==> src/rtl/vec_loader.sv <==
// Serial-to-parallel operand assembler: packs VEC_SIZE lhs/rhs float pairs into two packed vectors.
// Optional VEC_LOADER_ZERO_PAD_EN adds in_last to close short vectors with +0.0 padding.
module vec_loader #(
  parameter int EXP_WIDTH  = 8,
  parameter int FRAC_WIDTH = 23,
  parameter int VEC_SIZE   = 4,
  localparam int E = 1 + EXP_WIDTH + FRAC_WIDTH,
  localparam int W = VEC_SIZE * E
) (
  input  logic         clk,
  input  logic         rst,
  input  logic         in_valid,
  output logic         in_ready,
  input  logic [E-1:0] in_lhs,
  input  logic [E-1:0] in_rhs,
`ifdef VEC_LOADER_ZERO_PAD_EN
  input  logic         in_last,
`endif
  output logic         out_valid,
  input  logic         out_ready,
  output logic [W-1:0] out_lhs,
  output logic [W-1:0] out_rhs
);

  localparam int CW = (VEC_SIZE > 1) ? $clog2(VEC_SIZE) : 1;
  localparam logic [CW-1:0] CNT_MAX = CW'(VEC_SIZE - 1);

  typedef logic [VEC_SIZE-1:0][E-1:0] vec_t;

  logic [CW-1:0] cnt_q, cnt_d;
  vec_t          asm_lhs_q, asm_lhs_d, asm_rhs_q, asm_rhs_d;
  vec_t          out_lhs_q, out_lhs_d, out_rhs_q, out_rhs_d;
  logic          asm_full_q, asm_full_d;
  logic          out_valid_q, out_valid_d;

  logic accept, consume, pad, last_el, complete;
  vec_t fill_lhs, fill_rhs;

`ifdef VEC_LOADER_ZERO_PAD_EN
  assign pad = in_last;
`else
  assign pad = 1'b0;
`endif

  assign in_ready = !rst && !asm_full_q;
  assign accept   = in_valid && in_ready;
  assign consume  = out_valid_q && out_ready;
  assign last_el  = pad || (cnt_q == CNT_MAX);
  assign complete = accept && last_el;

  // Assembly contents with the incoming pair merged in; slots above a short-vector
  // terminator read as +0.0 so the forwarded vector is already padded.
  for (genvar g = 0; g < VEC_SIZE; g++) begin : g_slot
    logic hit, zero;
    assign hit  = (CW'(g) == cnt_q);
    assign zero = pad && (CW'(g) > cnt_q);
    assign fill_lhs[g] = hit ? in_lhs : (zero ? '0 : asm_lhs_q[g]);
    assign fill_rhs[g] = hit ? in_rhs : (zero ? '0 : asm_rhs_q[g]);
  end

  always_comb begin
    cnt_d       = cnt_q;
    asm_lhs_d   = asm_lhs_q;
    asm_rhs_d   = asm_rhs_q;
    asm_full_d  = asm_full_q;
    out_lhs_d   = out_lhs_q;
    out_rhs_d   = out_rhs_q;
    out_valid_d = out_valid_q;

    if (accept) begin
      asm_lhs_d = fill_lhs;
      asm_rhs_d = fill_rhs;
      cnt_d     = last_el ? '0 : cnt_q + 1'b1;
    end

    if (complete) begin
      if (!out_valid_q || consume) begin
        out_lhs_d   = fill_lhs;
        out_rhs_d   = fill_rhs;
        out_valid_d = 1'b1;
      end else begin
        asm_full_d  = 1'b1;
      end
    end else if (asm_full_q && consume) begin
      out_lhs_d   = asm_lhs_q;
      out_rhs_d   = asm_rhs_q;
      asm_full_d  = 1'b0;
      out_valid_d = 1'b1;
    end else if (consume) begin
      out_valid_d = 1'b0;
    end
  end

  always_ff @(posedge clk) begin
    if (rst) begin
      cnt_q       <= '0;
      asm_lhs_q   <= '0;
      asm_rhs_q   <= '0;
      asm_full_q  <= 1'b0;
      out_lhs_q   <= '0;
      out_rhs_q   <= '0;
      out_valid_q <= 1'b0;
    end else begin
      cnt_q       <= cnt_d;
      asm_lhs_q   <= asm_lhs_d;
      asm_rhs_q   <= asm_rhs_d;
      asm_full_q  <= asm_full_d;
      out_lhs_q   <= out_lhs_d;
      out_rhs_q   <= out_rhs_d;
      out_valid_q <= out_valid_d;
    end
  end

  assign out_valid = out_valid_q;
  assign out_lhs   = out_lhs_q;
  assign out_rhs   = out_rhs_q;

endmodule

==> config.mk <==
export PLATFORM = sky130hd
export DESIGN_NAME = vec_loader
export DESIGN_NICKNAME = d
export VERILOG_FILES = /design/src/rtl/vec_loader.sv
export SDC_FILE = /design/constraint.sdc
export NUM_CORES = 1
export LEC_CHECK = 0
export ABC_AREA = 1
export CORE_ASPECT_RATIO = 0.8
export CORE_MARGIN = 10
export CORE_UTILIZATION = 40
export DETAILED_ROUTE_END_ITERATION = 6
export PLACE_DENSITY_LB_ADDON = 0.1
export RECOVER_POWER = 50
export SLEW_MARGIN = 25
export SYNTH_ARGS = -nofsm -noshare
export SYNTH_HDL_FRONTEND = slang
export SYNTH_SLANG_ARGS = --single-unit
==> constraint.sdc <==
create_clock -name clk -period 2.35 [get_ports clk]
set_input_delay 0.3525 -clock clk [delete_from_list [all_inputs] [get_ports clk]]
set_output_delay 0.3525 -clock clk [all_outputs]
set_load 0.02 [all_outputs]
Word-level counts from Yosys, hierarchy flattened

Index checks and enable logic that the tools add are counted.

Add/sub/neg operators: 1
Equal/unequal tests: 6
Reduce and logical (&&, ||, !) cells: 15
Multiplexer cells: 22

Operators by type and width:

| operator                                               | count |
|---|---|
| two-way mux 128 bit                                    | 6 |
| two-way mux 32 bit                                     | 8 |
| two-way mux 1 bit                                      | 7 |
| AND reduction 2 bit                                    | 3 |
| logical AND 1 bit                                      | 5 |
| == test 2 bit (first input constant)                   | 2 |
| zero test 1 bit                                        | 3 |
| nonzero test 3 bit                                     | 1 |
| adder 2 x 1 -> 2 bit (second input constant)           | 1 |
| == test 1 x 2 -> 1 bit (first input constant)          | 1 |
| == test 2 bit (second input constant)                  | 1 |
| zero test 2 bit                                        | 1 |
| two-way mux 2 bit                                      | 1 |
| inequality test 2 x 1 -> 1 bit (second input constant) | 1 |
| inequality test 2 bit (second input constant)          | 1 |
| nonzero test 2 bit                                     | 1 |
| logical OR 1 bit                                       | 1 |

Flip-flop bits (word level): 516
Output and inout bits: 258
Word-level logic and storage cells: 63

Depth between registers and ports, before layout

Word-level depth: 6
Gate-level depth with buffers: 12
Mapped depth without buffers: 10

Least setup slack after synthesis

No wires, ideal clock.

Path kind: flip-flop to flip-flop
Start: register cnt_q[0]
End: register out_lhs_q, in the netlist out_lhs[10]
Library setup time: 0.113 ns
Path slack: 0.636 ns
Data arrival time: 1.601 ns
Clock period less this slack: 1.714 ns
Stages on the path, launching flop included: 12
Cell sequence: dfxtp_1 > inv_1 > ha_1 > clkbuf_1 > buf_1 > nand2_1 > nand2_1 > nand3_1 > nand2_1 > nand2_1 > nand2_1 > nor2_1

Word-level cells in the longest chain between the ends: 4

RTL lines:

| what                                                                        | RTL line | RTL |
|---|---|---|
| start, declared                                                             | 30       | `logic [CW-1:0] cnt_q, cnt_d;` |
| start signal, assigned                                                      | 104      | `cnt_q <= cnt_d;` |
| == test 2 bit / zero test 2 bit (equally long branches)                     | 48, 55   |  |
| logical AND 1 bit / two-way mux 32 bit (equally long branches)              | 49, 57   |  |
| inequality test 2 x 1 -> 1 bit (no line) (tied with other cells)            | --       |  |
| AND reduction 2 bit (no line) / two-way mux 128 bit (equally long branches) | --       |  |
| end signal, assigned                                                        | 108      | `out_lhs_q <= out_lhs_d;` |
| end, declared                                                               | 32       | `vec_t out_lhs_q, out_lhs_d, out_rhs_q, out_rhs_d;` |

Parallel ways exist; a longest one is shown, timed or not. The select of a mux whose other input is x is not followed.
A chain may end at the register's enable or synchronous reset.

Worst setup path after layout

Start: register cnt_q[0]
End: register out_lhs_q, in the netlist out_lhs[105]

Word-level cells in the longest chain between the ends: 4

RTL lines:

| what                                                              | RTL line | RTL |
|---|---|---|
| == test 2 bit                                                     | 48, 55   |  |
| two-way mux 32 bit / logical AND 1 bit (equally long branches)    | 57, 49   |  |
| two-way mux 128 bit (tied with other cells)                       | 77       | `if (!out_valid_q \|\| consume) begin` |
| two-way mux 128 bit / AND reduction 2 bit (equally long branches) | --       |  |

Parallel ways exist; a longest one is shown, timed or not. The select of a mux whose other input is x is not followed.

==> results_dict.tcl <==
set metrics [dict create \
    critPathRequiredTime_ns 2.84 \
    tightest_slew_ns 0.735 \
    holdPathStages 5 \
    final_nets 3845 \
    critical-path-max-stage-delay_ns 0.41 \
    synth_area_um2 23900 \
    cts.sinks 516 \
    startpoint_type "flip-flop" \
    numCtsBuffers 55 \
    critPathSlowestCell "dfxtp_1" \
    grt_pass1_wl_um 123000 \
    cts_hold_buf 0 \
    ios 326 \
    ys_ff_latch 516 \
    fmax_ghz 0.453 \
    yosys.cell_types.count 25 \
    routabilityCongestion 0.824 \
    synth_area_leaders "dfxtp_1 43%, nand2_1 15%, o21ai_0 9.1%, nor2_1 8.5%, nand3b_1 6.2%" \
    synth-xor-area-share_pct 0 \
    vias 22653 \
    start_util_pct 40.2 \
    cp.arrival_ns 2.70 \
    synth_mux_area_share_pct 0 \
    wl_per_cell_um 17.3 \
    ys_seq_area_share_pct 43.3 \
    path_max_fanout 29 \
    rr_worst_depth 7 \
    synth_top_area_cell "dfxtp_1" \
    grt_max_degree 117 \
    hp-class "in2reg" \
    slew_violations 0 \
    portBuffers 325 \
    path_clk_slew_ns 0.06 \
    syn_nets 3642 \
    ir_drop_v 0.000526 \
    slew-limit-headroom_pct 51.0 \
    ctsResizeCount 1 \
    skew_ns 0.0201 \
    die_w_um 293 \
    dr.pass1.iters 6 \
    synth_top_family_by_area "simple AND/OR/NAND/NOR gates" \
    p_leak_nw 13.1 \
    drt-initial-drc-count 1997 \
    rsz0062_at_grt "no" \
    period_share_pct 94.0 \
    cts_max_path_buffers 3 \
    synth_ff_type "dfxtp_1" \
    p_per_area_nw_per_um2 692 \
    crit_top_cell "nor2_1" \
    area_delta_synth_final_pct 25.9 \
    synth_enable_flop_cells 0 \
    dp_hpwl_um 54100 \
    dieHeight_um 239 \
    crit_type "reg2reg" \
    synthAdderAreaFrac_pct 0.210 \
    netlist_instances 3570 \
    post-cts-setup-buffers 0 \
    synth_compound_area_share_pct 15.0 \
    cts_tree "yes" \
    total_power_mw 20.8 \
    synth_top_area_share_pct 43.3 \
    multi_input_area_um2 11300 \
    path_cells "ha_1 -> nand4_1 -> nand2_1 -> inv_8 -> clkbuf_4 -> nor2_1 -> nor2_1" \
    rows 80 \
    fillers 6054 \
    grt_use_total_pct 22.1 \
    setup-tns-final_ns 0 \
    avgSynthCellArea_um2 6.69 \
    grt_pass1_vias 20230 \
    core_um2 59400 \
    ant_nets 0 \
    crit_path_end_kind "flip-flop" \
    synthSimpleGateAreaFrac_pct 32.1 \
    vias_per_cell 4.93 \
    synth_common_cells "939 x nand2_1, 538 x nor2_1, 516 x dfxtp_1, 434 x o21ai_0, 263 x inv_1" \
    antenna_found_initial 8 \
    drv_cap 0 \
    cts_htree_levels 2 \
    ff_latch_area_um2 10300 \
    dieArea_um2 69900 \
    wirelength_um 79800 \
    overflow 0 \
    hold_viol 0 \
    drive_gt1_share_pct 5.16 \
    period_needed_ns 2.21 \
    yosysMostFrequentCell "nand2_1" \
    outcome "completed" \
    post-route-drc-count 0 \
    cts-root-buf "clkbuf_16" \
    ys_warn_count 0 \
    async_flop_share_pct 0 \
    clk_latency_ns 0.61 \
    setup-violations-final 0 \
]
[stage by stage]
step	util (%)	worst slack [ns]	hold slack (ns)	instance area [um^2]	cells
4_1_cts	50.8	0.134	0.287	30200	4596
3_5_place_dp	47.6	0.0866	0.455	28300	4495
2_1_floorplan	-	0.636	0.440	23900	3570
3_3_place_gp	47.6	0.144	0.456	28300	4495
5_1_grt	50.6	0.0441	0.337	30000	4598
6_report	50.6	0.140	0.335	30000	4598
[cell families (layout without fill, tap and decap cells)]
family                   after synthesis  after routing
buffers and inverters                549            796
AND/OR/NAND/NOR                     1787           1787
adder cells (fa/ha/maj)                4              4
other                                  0              2
AO/OA/AOI/OAI                        714            714
flip-flops                           516            516
[state kept, by name, indices dropped and copies added, names as in the netlist]
register	count
asm_lhs_q	128
out_rhs	128
asm_rhs_q	128
asm_full_q	1
out_lhs	128
cnt_q	2
out_valid	1
[final timing paths]
path	startpoint	slack [ns]	endpoint
worst min register to register	asm_lhs_q[11]	0.46	asm_lhs_q[11]
worst max-delay path	cnt_q[0]	0.14	out_lhs[105]
worst min-delay path	rst	0.33	out_lhs[107]
worst max register to register	cnt_q[0]	0.14	out_lhs[105]
[worst max-delay path: cells and delay by family (launching register included)]
family                   cells  cell delay, ns
flip-flops                   1            0.41
buffers and inverters        2            0.43
adder cells (fa/ha/maj)      1            0.35
AND/OR/NAND/NOR              4            0.88
[cell type report]
class | count | share of cell area, %
Timing Repair Buffer | 428 | 14.9
Antenna cell | 2 | 0.0167
Clock buffer | 83 | 5.53
Clock inverter | 18 | 0.762
Multi-Input combinational cell | 2505 | 37.8
Tap cell | 779 | 3.24
Inverter | 267 | 3.41
Sequential cell | 516 | 34.4
[cell usage in the layout (no fill, tap or decap), drive strengths merged]
cell type,count
nand4,26
dlygate4sd2,1
ha,4
dfxtp,516
dlygate4sd3,73
inv,269
nand3,69
clkinv,10
o211ai,1
nand3b,198
bufinv,5
o21ai,526
nor2,539
and2,14
clkdlybuf4s50,250
clkbuf,101
diode,2
nand2,941
clkinvlp,1
a21oi,187
buf,86
[report_power, final]
| group | switching (mW) | internal, mW | leakage (nW) |
|---|---|---|---|
| sequential | 0.117 | 9.08 | 4.20 |
| clock | 3.73 | 5.41 | 0.939 |
| combinational | 1.63 | 0.835 | 7.93 |
| total | 5.48 | 15.3 | 13.1 |
[per-layer routing]
| metal | GRT usage (%) | routed length, um | vias up |
|---|---|---|---|
| met3 | 5.81 | 6540 | 92 |
| met4 | 4.88 | 1410 | 4 |
| met2 | 31.2 | 32500 | 578 |
| met1 | 32.8 | 39300 | 10204 |
| met5 | 0 | 25 | - |
| li1 | - | - | 11775 |
Power figures use the tool's default switching activity.
